File: src/rtl/spec_acq_scheduler.sv
// spec_acq_scheduler
// Acquisition sequencer in front of the FFT / power-spectrum / accumulator
// chain. For each qualifying trigger it waits a programmable delay, then
// gates a programmable number of back-to-back FFT frames. It flags the first
// and last pulse of an accumulation set. When the set is complete and the
// datapath has drained, it requests readout of the accumulated spectrum.
//
// Ports
//   clk_i            system clock
//   rst_i            synchronous active-high reset
//   trigger_vector_i raw trigger lines
//   cfg_arm_i        level enable for triggering
//   cfg_trig_sel_i   trigger line mask
//   cfg_delay_i      clocks from trigger to first frame
//   cfg_frames_i     FFT frames per pulse (0 acts as 1)
//   cfg_pulses_i     pulses per accumulation set (0 acts as 1)
//   rd_ack_i         readout done
//   frame_en_o       sample gate into the FFT
//   frame_start_o    first clock of each frame
//   frame_last_o     last clock of each frame
//   frame_idx_o      frame number within the current pulse
//   acc_first_o      current pulse is first of its set (accumulator overwrites)
//   acc_last_o       current pulse is last of its set
//   pulse_cnt_o      pulses completed in the current set
//   rd_req_o         accumulated spectrum ready
//   trig_miss_o      saturating count of triggers ignored while busy
//   busy_o           high outside IDLE and WAIT_TRIG
module spec_acq_scheduler #(
  parameter int FRAME_CLKS = 512,
  parameter int FLUSH_CLKS = 64,
  parameter int CNT_W      = 16
) (
  input  logic             clk_i,
  input  logic             rst_i,
  input  logic [3:0]       trigger_vector_i,
  input  logic             cfg_arm_i,
  input  logic [3:0]       cfg_trig_sel_i,
  input  logic [CNT_W-1:0] cfg_delay_i,
  input  logic [7:0]       cfg_frames_i,
  input  logic [CNT_W-1:0] cfg_pulses_i,
  input  logic             rd_ack_i,
  output logic             frame_en_o,
  output logic             frame_start_o,
  output logic             frame_last_o,
  output logic [7:0]       frame_idx_o,
  output logic             acc_first_o,
  output logic             acc_last_o,
  output logic [CNT_W-1:0] pulse_cnt_o,
  output logic             rd_req_o,
  output logic [CNT_W-1:0] trig_miss_o,
  output logic             busy_o
);

  localparam int FC_W = (FRAME_CLKS > 1) ? $clog2(FRAME_CLKS) : 1;
  localparam int FL_W = (FLUSH_CLKS > 1) ? $clog2(FLUSH_CLKS) : 1;
  localparam logic [FC_W-1:0] FRAME_END = FC_W'(FRAME_CLKS - 1);
  localparam logic [FL_W-1:0] FLUSH_END = FL_W'(FLUSH_CLKS - 1);

  typedef enum logic [2:0] {
    S_IDLE,
    S_WAIT_TRIG,
    S_DELAY,
    S_FRAME,
    S_FLUSH,
    S_READOUT
  } state_t;

  state_t           state_q, state_d;
  logic             trig_prev_q, trig_prev_d;
  logic [CNT_W-1:0] delay_cnt_q, delay_cnt_d;
  logic [FC_W-1:0]  clk_cnt_q, clk_cnt_d;
  logic [FL_W-1:0]  flush_cnt_q, flush_cnt_d;
  logic [7:0]       frame_idx_q, frame_idx_d;
  logic [CNT_W-1:0] pulse_cnt_q, pulse_cnt_d;
  logic [CNT_W-1:0] lat_delay_q, lat_delay_d;
  logic [7:0]       lat_frames_q, lat_frames_d;
  logic [CNT_W-1:0] lat_pulses_q, lat_pulses_d;
  logic [CNT_W-1:0] trig_miss_q, trig_miss_d;
  logic             frame_en_q, frame_en_d;
  logic             frame_start_q, frame_start_d;
  logic             frame_last_q, frame_last_d;
  logic             acc_first_q, acc_first_d;
  logic             acc_last_q, acc_last_d;
  logic             rd_req_q, rd_req_d;
  logic             busy_q, busy_d;

  logic trig_qual;
  logic trig_event;

  // Rising edge of the masked OR of the trigger lines; a held line fires once.
  assign trig_qual  = |(trigger_vector_i & cfg_trig_sel_i);
  assign trig_event = trig_qual & ~trig_prev_q;

  // Next-state logic and the counters that pace delay, frames and flush.
  // The registered outputs are computed from the next-state values, so that
  // each output lines up with the state it describes.
  always_comb begin
    state_d      = state_q;
    trig_prev_d  = trig_qual;
    delay_cnt_d  = delay_cnt_q;
    clk_cnt_d    = clk_cnt_q;
    flush_cnt_d  = flush_cnt_q;
    frame_idx_d  = frame_idx_q;
    pulse_cnt_d  = pulse_cnt_q;
    lat_delay_d  = lat_delay_q;
    lat_frames_d = lat_frames_q;
    lat_pulses_d = lat_pulses_q;
    trig_miss_d  = trig_miss_q;

    case (state_q)
      S_IDLE: begin
        pulse_cnt_d = '0;
        if (cfg_arm_i) begin
          state_d = S_WAIT_TRIG;
        end
      end

      S_WAIT_TRIG: begin
        // Disarm takes priority, and it also abandons a partly finished set.
        if (!cfg_arm_i) begin
          state_d     = S_IDLE;
          pulse_cnt_d = '0;
        end else if (trig_event) begin
          state_d     = S_DELAY;
          delay_cnt_d = '0;
          // The configuration is frozen for the whole set at its first trigger.
          if (pulse_cnt_q == '0) begin
            lat_delay_d  = cfg_delay_i;
            lat_frames_d = (cfg_frames_i == 8'd0) ? 8'd1 : cfg_frames_i;
            lat_pulses_d = (cfg_pulses_i == '0) ? CNT_W'(1) : cfg_pulses_i;
          end
        end
      end

      S_DELAY: begin
        if (delay_cnt_q == lat_delay_q) begin
          state_d     = S_FRAME;
          clk_cnt_d   = '0;
          frame_idx_d = 8'd0;
        end else begin
          delay_cnt_d = delay_cnt_q + CNT_W'(1);
        end
      end

      S_FRAME: begin
        if (clk_cnt_q == FRAME_END) begin
          clk_cnt_d = '0;
          if (frame_idx_q == lat_frames_q - 8'd1) begin
            frame_idx_d = 8'd0;
            pulse_cnt_d = pulse_cnt_q + CNT_W'(1);
            if (pulse_cnt_q + CNT_W'(1) == lat_pulses_q) begin
              state_d     = S_FLUSH;
              flush_cnt_d = '0;
            end else begin
              state_d = S_WAIT_TRIG;
            end
          end else begin
            frame_idx_d = frame_idx_q + 8'd1;
          end
        end else begin
          clk_cnt_d = clk_cnt_q + FC_W'(1);
        end
      end

      S_FLUSH: begin
        if (flush_cnt_q == FLUSH_END) begin
          state_d = S_READOUT;
        end else begin
          flush_cnt_d = flush_cnt_q + FL_W'(1);
        end
      end

      S_READOUT: begin
        if (rd_ack_i) begin
          pulse_cnt_d = '0;
          state_d     = cfg_arm_i ? S_WAIT_TRIG : S_IDLE;
        end
      end

      default: begin
        state_d = S_IDLE;
      end
    endcase

    // Triggers that arrive while busy are counted and then dropped.
    if (trig_event && (state_q inside {S_DELAY, S_FRAME, S_FLUSH, S_READOUT}) &&
        (trig_miss_q != '1)) begin
      trig_miss_d = trig_miss_q + CNT_W'(1);
    end

    frame_en_d    = (state_d == S_FRAME);
    frame_start_d = frame_en_d && (clk_cnt_d == '0);
    frame_last_d  = frame_en_d && (clk_cnt_d == FRAME_END);
    acc_first_d   = frame_en_d && (pulse_cnt_d == '0);
    acc_last_d    = frame_en_d && (pulse_cnt_d == lat_pulses_d - CNT_W'(1));
    rd_req_d      = (state_d == S_READOUT);
    busy_d        = !(state_d inside {S_IDLE, S_WAIT_TRIG});
  end

  always_ff @(posedge clk_i) begin
    if (rst_i) begin
      state_q       <= S_IDLE;
      trig_prev_q   <= 1'b0;
      delay_cnt_q   <= '0;
      clk_cnt_q     <= '0;
      flush_cnt_q   <= '0;
      frame_idx_q   <= '0;
      pulse_cnt_q   <= '0;
      lat_delay_q   <= '0;
      lat_frames_q  <= '0;
      lat_pulses_q  <= '0;
      trig_miss_q   <= '0;
      frame_en_q    <= 1'b0;
      frame_start_q <= 1'b0;
      frame_last_q  <= 1'b0;
      acc_first_q   <= 1'b0;
      acc_last_q    <= 1'b0;
      rd_req_q      <= 1'b0;
      busy_q        <= 1'b0;
    end else begin
      state_q       <= state_d;
      trig_prev_q   <= trig_prev_d;
      delay_cnt_q   <= delay_cnt_d;
      clk_cnt_q     <= clk_cnt_d;
      flush_cnt_q   <= flush_cnt_d;
      frame_idx_q   <= frame_idx_d;
      pulse_cnt_q   <= pulse_cnt_d;
      lat_delay_q   <= lat_delay_d;
      lat_frames_q  <= lat_frames_d;
      lat_pulses_q  <= lat_pulses_d;
      trig_miss_q   <= trig_miss_d;
      frame_en_q    <= frame_en_d;
      frame_start_q <= frame_start_d;
      frame_last_q  <= frame_last_d;
      acc_first_q   <= acc_first_d;
      acc_last_q    <= acc_last_d;
      rd_req_q      <= rd_req_d;
      busy_q        <= busy_d;
    end
  end

  assign frame_en_o    = frame_en_q;
  assign frame_start_o = frame_start_q;
  assign frame_last_o  = frame_last_q;
  assign frame_idx_o   = frame_idx_q;
  assign acc_first_o   = acc_first_q;
  assign acc_last_o    = acc_last_q;
  assign pulse_cnt_o   = pulse_cnt_q;
  assign rd_req_o      = rd_req_q;
  assign trig_miss_o   = trig_miss_q;
  assign busy_o        = busy_q;

endmodule

File: config.mk
export PLATFORM = sky130hd
export DESIGN_NAME = spec_acq_scheduler
export DESIGN_NICKNAME = d
export VERILOG_FILES = /design/src/rtl/spec_acq_scheduler.sv
export SDC_FILE = /design/constraint.sdc
export NUM_CORES = 1
export LEC_CHECK = 0
export ABC_AREA = 1
export BUFFER_PORTS_ARGS = -buffer_cell sky130_fd_sc_hd__clkbuf_2
export CAP_MARGIN = 5
export CORE_MARGIN = 5
export CORE_UTILIZATION = 45
export CTS_BUF_LIST = sky130_fd_sc_hd__clkbuf_4
export CTS_CLUSTER_DIAMETER = 80
export DETAILED_ROUTE_END_ITERATION = 12
export GPL_ROUTABILITY_DRIVEN = 0
export HOLD_SLACK_MARGIN = 0.1
export PLACE_DENSITY = 0.69
export RECOVER_POWER = 100
export SLEW_MARGIN = 20
export SYNTH_ARGS = -nofsm -noshare
export SYNTH_HDL_FRONTEND = slang
export SYNTH_SLANG_ARGS = --single-unit
File: constraint.sdc
create_clock -name clk_i -period 5.7 [get_ports clk_i]
set_clock_uncertainty 0.05 [all_clocks]
set_input_delay 1.14 -clock clk_i [delete_from_list [all_inputs] [get_ports clk_i]]
set_output_delay 1.14 -clock clk_i [all_outputs]
set_load 0.03 [all_outputs]
Yosys cells after proc, flatten, opt, wreduce, memory -nomap -nowiden
Index checks and enable logic that the tools add are counted.

Bits in registers: 122. Bits of input ports: 52. Word-level logic and storage cells: 115.

Add/sub/neg operators: 8. Equality and inequality tests: 24. Mux-type cells: 38. Bitwise gates (word level): 3. Reduce and logical (&&, ||, !) cells: 24.

Operator list (number): 16-bit two-way mux (12); 16-bit one-hot mux with 4 select lines (1); 16-bit by 1-bit adder with 16-bit output (second input constant) (3); 16-bit == test (3); 16-bit zero test (3); 8-bit two-way mux (4); 16-bit one-hot mux with 2 select lines (1); 3-bit two-way mux (9); 6-bit two-way mux (4); 9-bit == test (second input constant) (2); 9-bit two-way mux (2); 3-bit one-hot mux with 6 select lines (1); 9-bit one-hot mux with 2 select lines (1); 16-bit inequality test (second input constant) (1); 2-bit inequality test (second input constant) (8); 8-bit one-hot mux with 2 select lines (1); 16-bit by 1-bit subtractor with 16-bit output (second input constant) (1); 6-bit one-hot mux with 2 select lines (1); 9-bit by 1-bit adder with 9-bit output (second input constant) (1); 3-bit by 2-bit == test with 1-bit output (second input constant) (3); 3-bit == test (second input constant) (3); 9-bit zero test (1); 8-bit by 1-bit adder with 8-bit output (second input constant) (1); 8-bit == test (1); other kinds (18) (29).

Longest topological paths before layout
Depth in word-level cells: 9. Depth in mapped cells: 23. Gate-level depth less buffers: 23.

Worst setup path after synthesis
OpenSTA, ideal clock, no wires.

Path kind: input to register. Start: input trigger_vector_i[2]. End: register acc_last_q, in the netlist acc_last_o. Setup time: 64 ps. Arrival: 2949 ps. Data required time: 5586 ps. Path slack: 2637 ps. Cell stages on the path: 21. Cells stage by stage: nand2_1 -> nand2_1 -> inv_1 -> nand2_1 -> nand3_4 -> nor2_8 -> nand2_1 -> nand2_1 -> ha_1 -> inv_1 -> nor2_1 -> nand2_1 -> nor2_2 -> nand2_1 -> nand2_1 -> nor2_1 -> a21oi_1 -> nand2_1 -> nor2_1 -> nand2_1 -> nor2_1.

Word-level cells in the longest chain between the ends: 9. Elaborated cells between the ends (all ways): 13. Those cells by class: add/sub (1); eq/ne (2); mux (6); bitwise (2); reduce/logical (2).

RTL lines: from (decl) (RTL line 35) `input logic [3:0] trigger_vector_i,`; 4-bit bitwise AND (*) (RTL line 91) `assign trig_qual = |(trigger_vector_i & cfg_trig_sel_i);`; 4-bit OR reduction (*) (RTL line 91); 1-bit bitwise AND (*) (RTL line 92) `assign trig_event = trig_qual & ~trig_prev_q;`; 16-bit two-way mux (RTL line 123) `end else if (trig_event) begin`; 16-bit two-way mux (RTL line 120) `if (!cfg_arm_i) begin`; 16-bit two-way mux (RTL line 110) `case (state_q)`; 16-bit by 1-bit subtractor with 16-bit output (RTL line 195) `acc_last_d = frame_en_d && (pulse_cnt_d == lat_pulses_d - CNT_W'(1));`; 16-bit == test (RTL line 195); 1-bit logical AND (*) (RTL line 195); to (signal assigned) (RTL line 236) `acc_last_q <= acc_last_d;`; to (decl) (RTL line 83) `logic acc_last_q, acc_last_d;`.

Every way passes the cells marked *; elsewhere a longest branch is shown, timed or not. A chain may end at the register's enable or synchronous reset.

==> impl_metrics.csv <==
group,metric,value,unit
yosys,synth.avg_cell_area,6.19,um^2
pwr,power,1.83,mW
global_route,antenna_found_initial,1,
worst_setup_path,critPathSlowestCell,"clkbuf_1",
die,core_area,16400,um^2
sta,rsz0062_at_grt,"false",
worst_setup_path,cp.arrival,4.20,ns
worst_setup_path,setup.worst_path.start_class,"input port",
routing,post-route-drc-count,0,
finish,n_fill_cell,1767,
routing,first_pass_iters,6,
cts,cts_buffer_depth,2,
yosys,yosysTopAreaCellShare,32.8,%
global_route,track_usage,21.3,%
place,port_buffers,98,
global_route,grt_max_degree,54,
yosys,syn-num-nets,1265,
die,row_count,47,
pwr,p_int,1.24,mW
sta,setup_viol,0,
cts,numClockSinks,122,
yosys,synth-main-ff-cell,"dfxtp_1",
pwr,p_switching,589,uW
die,initial_core_util,45.4,%
yosys,synth_cells,1203,
die,io_pins,99,
yosys,yosys-top-cells-area,"dfxtp_1, nand2_1, nor2_1, inv_1, nand3_1",
yosys,synthesis.area,7450,um^2
yosys,synth_edf_count,0,
cts,clock-root-buffer,"clkbuf_4",
sta,finalCritPeriodShare,66.6,%
worst_setup_path,critPathCaptureType,"flip-flop",
cts,clk_latency,0.56,ns
routing,routedWlPerCell,13.5,um
place,place_inst,1503,
die,die_w,139,um
cts,htreeDepth,4,
sta,maxSlewViolCount,43,
worst_setup_path,cpPeakStageDelay,1.58,ns
worst_setup_path,path_cells,"clkbuf_2 -> clkbuf_1 -> clkinv_1 -> buf_4 -> nand2_1 -> inv_1 -> o21ai_0 -> a21oi_1",
cts,tritoncts,"built",
routing,drt-initial-drc-count,615,
yosys,yosysUniqueCellTypes,39,
routing,vias,7741,
finish,drive_above_1_share,9.13,%
cts,cts_resized,0,
pwr,power_density,220,nW/um^2
sta,max-slew-margin-rel,-49.1,%
global_route,grt_pass1_wl,34.1,mm
sta,layout_min_cycle_time,3.79,ns
cts,clk_pin_slew,0.12,ns
pwr,leakage,3.86,nW
die,dieHeight,139,um
sta,tightest_slew,2.24,ns
finish,final_nets,1364,
yosys,async_flop_share,0,%
pwr,p_sw_share,32.2,%
sta,hold_viol,0,
worst_setup_path,crit_path_max_fanout,53,
outcome,violations,"max-capacitance violations, max-slew violations",
pwr,combPwrFrac,17.4,%
outcome,outcome,"complete, but fails checks",
pwr,pwr-share-seq,48.2,%
yosys,seq_area_frac_synth,32.8,%
routing,via_per_inst,5.04,
finish,fin_cells,1536,
pwr,clockPowerShare,34.4,%
global_route,grt_pass1_vias,7137,
worst_setup_path,crit_type,"in -> reg",
routing,routed_wl,20.8,mm
min_path,min_path_type,"reg -> reg",
sta,tns,0,ns
worst_setup_path,required,6.10,ns
yosys,yosysWarnings,0,
finish,area_growth,12.0,%
cts,ctsHoldBuffers,0,
pwr,worst_ir_drop_vdd,0.0000967,V
job,drv_cap,1,
global_route,grt-ovfl-total,0,
sta,clock.fmax,264,MHz
min_path,whs_path_depth,2,
yosys,synth_area_leader_cell,"dfxtp_1",
die,dieArea,19200,um^2
cts,cts_made_buffers,17,
routing,ant_nets,0,
place,post-dp-hpwl,15.9,mm
yosys,synth_seq_cells,122,
worst_setup_path,reg2regPathDepth,23,
cts,cts_setup_buffers,0,
stage by stage:
| stage | setup slack [ns] | util [%] | area (um^2) | hold WS, ns |
|---|---|---|---|---|
| after global placement | 1.66 | 49.6 | 8130 | 0.416 |
| after floorplan | 2.64 | - | 7450 | 0.392 |
| after CTS | 2.17 | 51.3 | 8410 | 0.441 |
| after global routing | 1.69 | 50.9 | 8350 | 0.470 |
| final | 1.91 | 50.9 | 8350 | 0.439 |
| after detailed placement | 1.58 | 49.6 | 8130 | 0.418 |
critical path: cells and delay by family:
kind	cells	cell delay (ns)
buf+inv	5	2.59
simple gates	1	0.24
compound gates	2	0.19
registers in the layout, indices dropped and copies added, names as in the netlist, 3 cells and up:
| name | flops |
|---|---|
| clk_cnt_q | 9 |
| state_q | 3 |
| lat_delay_q | 16 |
| delay_cnt_q | 16 |
| trig_miss_o | 16 |
| flush_cnt_q | 6 |
| pulse_cnt_o | 16 |
| lat_frames_q | 8 |
| frame_idx_o | 8 |
| lat_pulses_q | 16 |
kinds of logic (layout without fill, tap and decap cells):
| group | count (synthesis) | count (layout) | synth area share [%] |
|---|---|---|---|
| XOR/XNOR | 42 | 42 | 4.94 |
| other | 0 | 1 | 0 |
| flip-flops | 122 | 122 | 32.8 |
| AO/OA/AOI/OAI | 156 | 156 | 11.2 |
| AND/OR/NAND/NOR | 663 | 663 | 38.4 |
| adder cells (fa/ha/maj) | 10 | 10 | 1.68 |
| buffers and inverters | 210 | 322 | 11.0 |
placed cells by master (no fill, tap or decap), types with 5 or more instances in the layout:
cell      count
clkbuf_1     48
nand2_1     291
a21oi_1      58
nand4_1      24
inv_2         5
o21ai_0      66
ha_1         10
nand3_1      80
nor2_1      196
inv_1       183
xor2_1       28
or2_2         6
nor4_1       15
nor3_1       25
o21ai_1      12
clkbuf_4     18
dfxtp_1     122
nor2_2       11
xnor2_1      14
clkbuf_2     51
final timing paths:
path                                    start                           to  slack [ns]
setup reg to reg    pulse_cnt_o[0]$_SDFF_PP0_        acc_last_o$_SDFF_PP0_        2.19
hold reg to reg   lat_delay_q[5]$_SDFFE_PP0P_  lat_delay_q[5]$_SDFFE_PP0P_        0.44
setup / recovery                        rst_i  delay_cnt_q[7]$_SDFFE_PP0P_        1.91
hold / removal    lat_delay_q[5]$_SDFFE_PP0P_  lat_delay_q[5]$_SDFFE_PP0P_        0.44
synthesized netlist by cell type, types with 2 or more instances:
cell,instances
o21ai_0,65
o21ai_2,3
o21bai_1,2
clkbuf_1,11
buf_2,5
nand3b_1,3
nor4_1,15
nand4_1,24
ha_1,10
nor2_4,2
or2_2,6
inv_2,6
a22oi_1,4
o21a_1,2
buf_1,2
nor2_2,11
a21oi_1,58
xnor2_1,14
xor2_1,28
nor2_1,196
o21ai_1,12
a211oi_1,4
buf_6,3
nor3_1,25
nand3_1,80
nand2_1,290
dfxtp_1,122
o211ai_1,4
inv_1,182
nand3_2,2
nand2_2,4
area by class of cell:
| class | instances | area [um^2] | share of cell area [%] |
|---|---|---|---|
| timing repair buffer | 101 | 450 | 5.40 |
| sequential | 122 | 2440 | 29.3 |
| inverter | 189 | 709 | 8.50 |
| multi-input combinational | 871 | 4190 | 50.1 |
| clock buffer | 18 | 135 | 1.62 |
| tap | 220 | 275 | 3.30 |
| clock inverter | 14 | 145 | 1.74 |
| antenna | 1 | 2.50 | 0.0300 |
per-layer routing:
metal | vias up | GRT usage, % | routed length [um]
met5 | - | 0 | 0
met4 | 0 | 7.11 | 488
met3 | 42 | 5.24 | 1280
met2 | 236 | 35.5 | 9400
met1 | 3447 | 27.1 | 9610
li1 | 4016 | - | -
power by group through the flow:
stage	clock network, mW	logic, mW	registers, mW
5_1_grt	0.674	0.361	0.887
6_report	0.630	0.319	0.884
2_1_floorplan	0	0.228	0.904
3_3_place_gp	0	0.311	0.902
4_1_cts	0.640	0.318	0.884
3_5_place_dp	0	0.316	0.903
No activity file was read; power rests on OpenSTA's default activity.
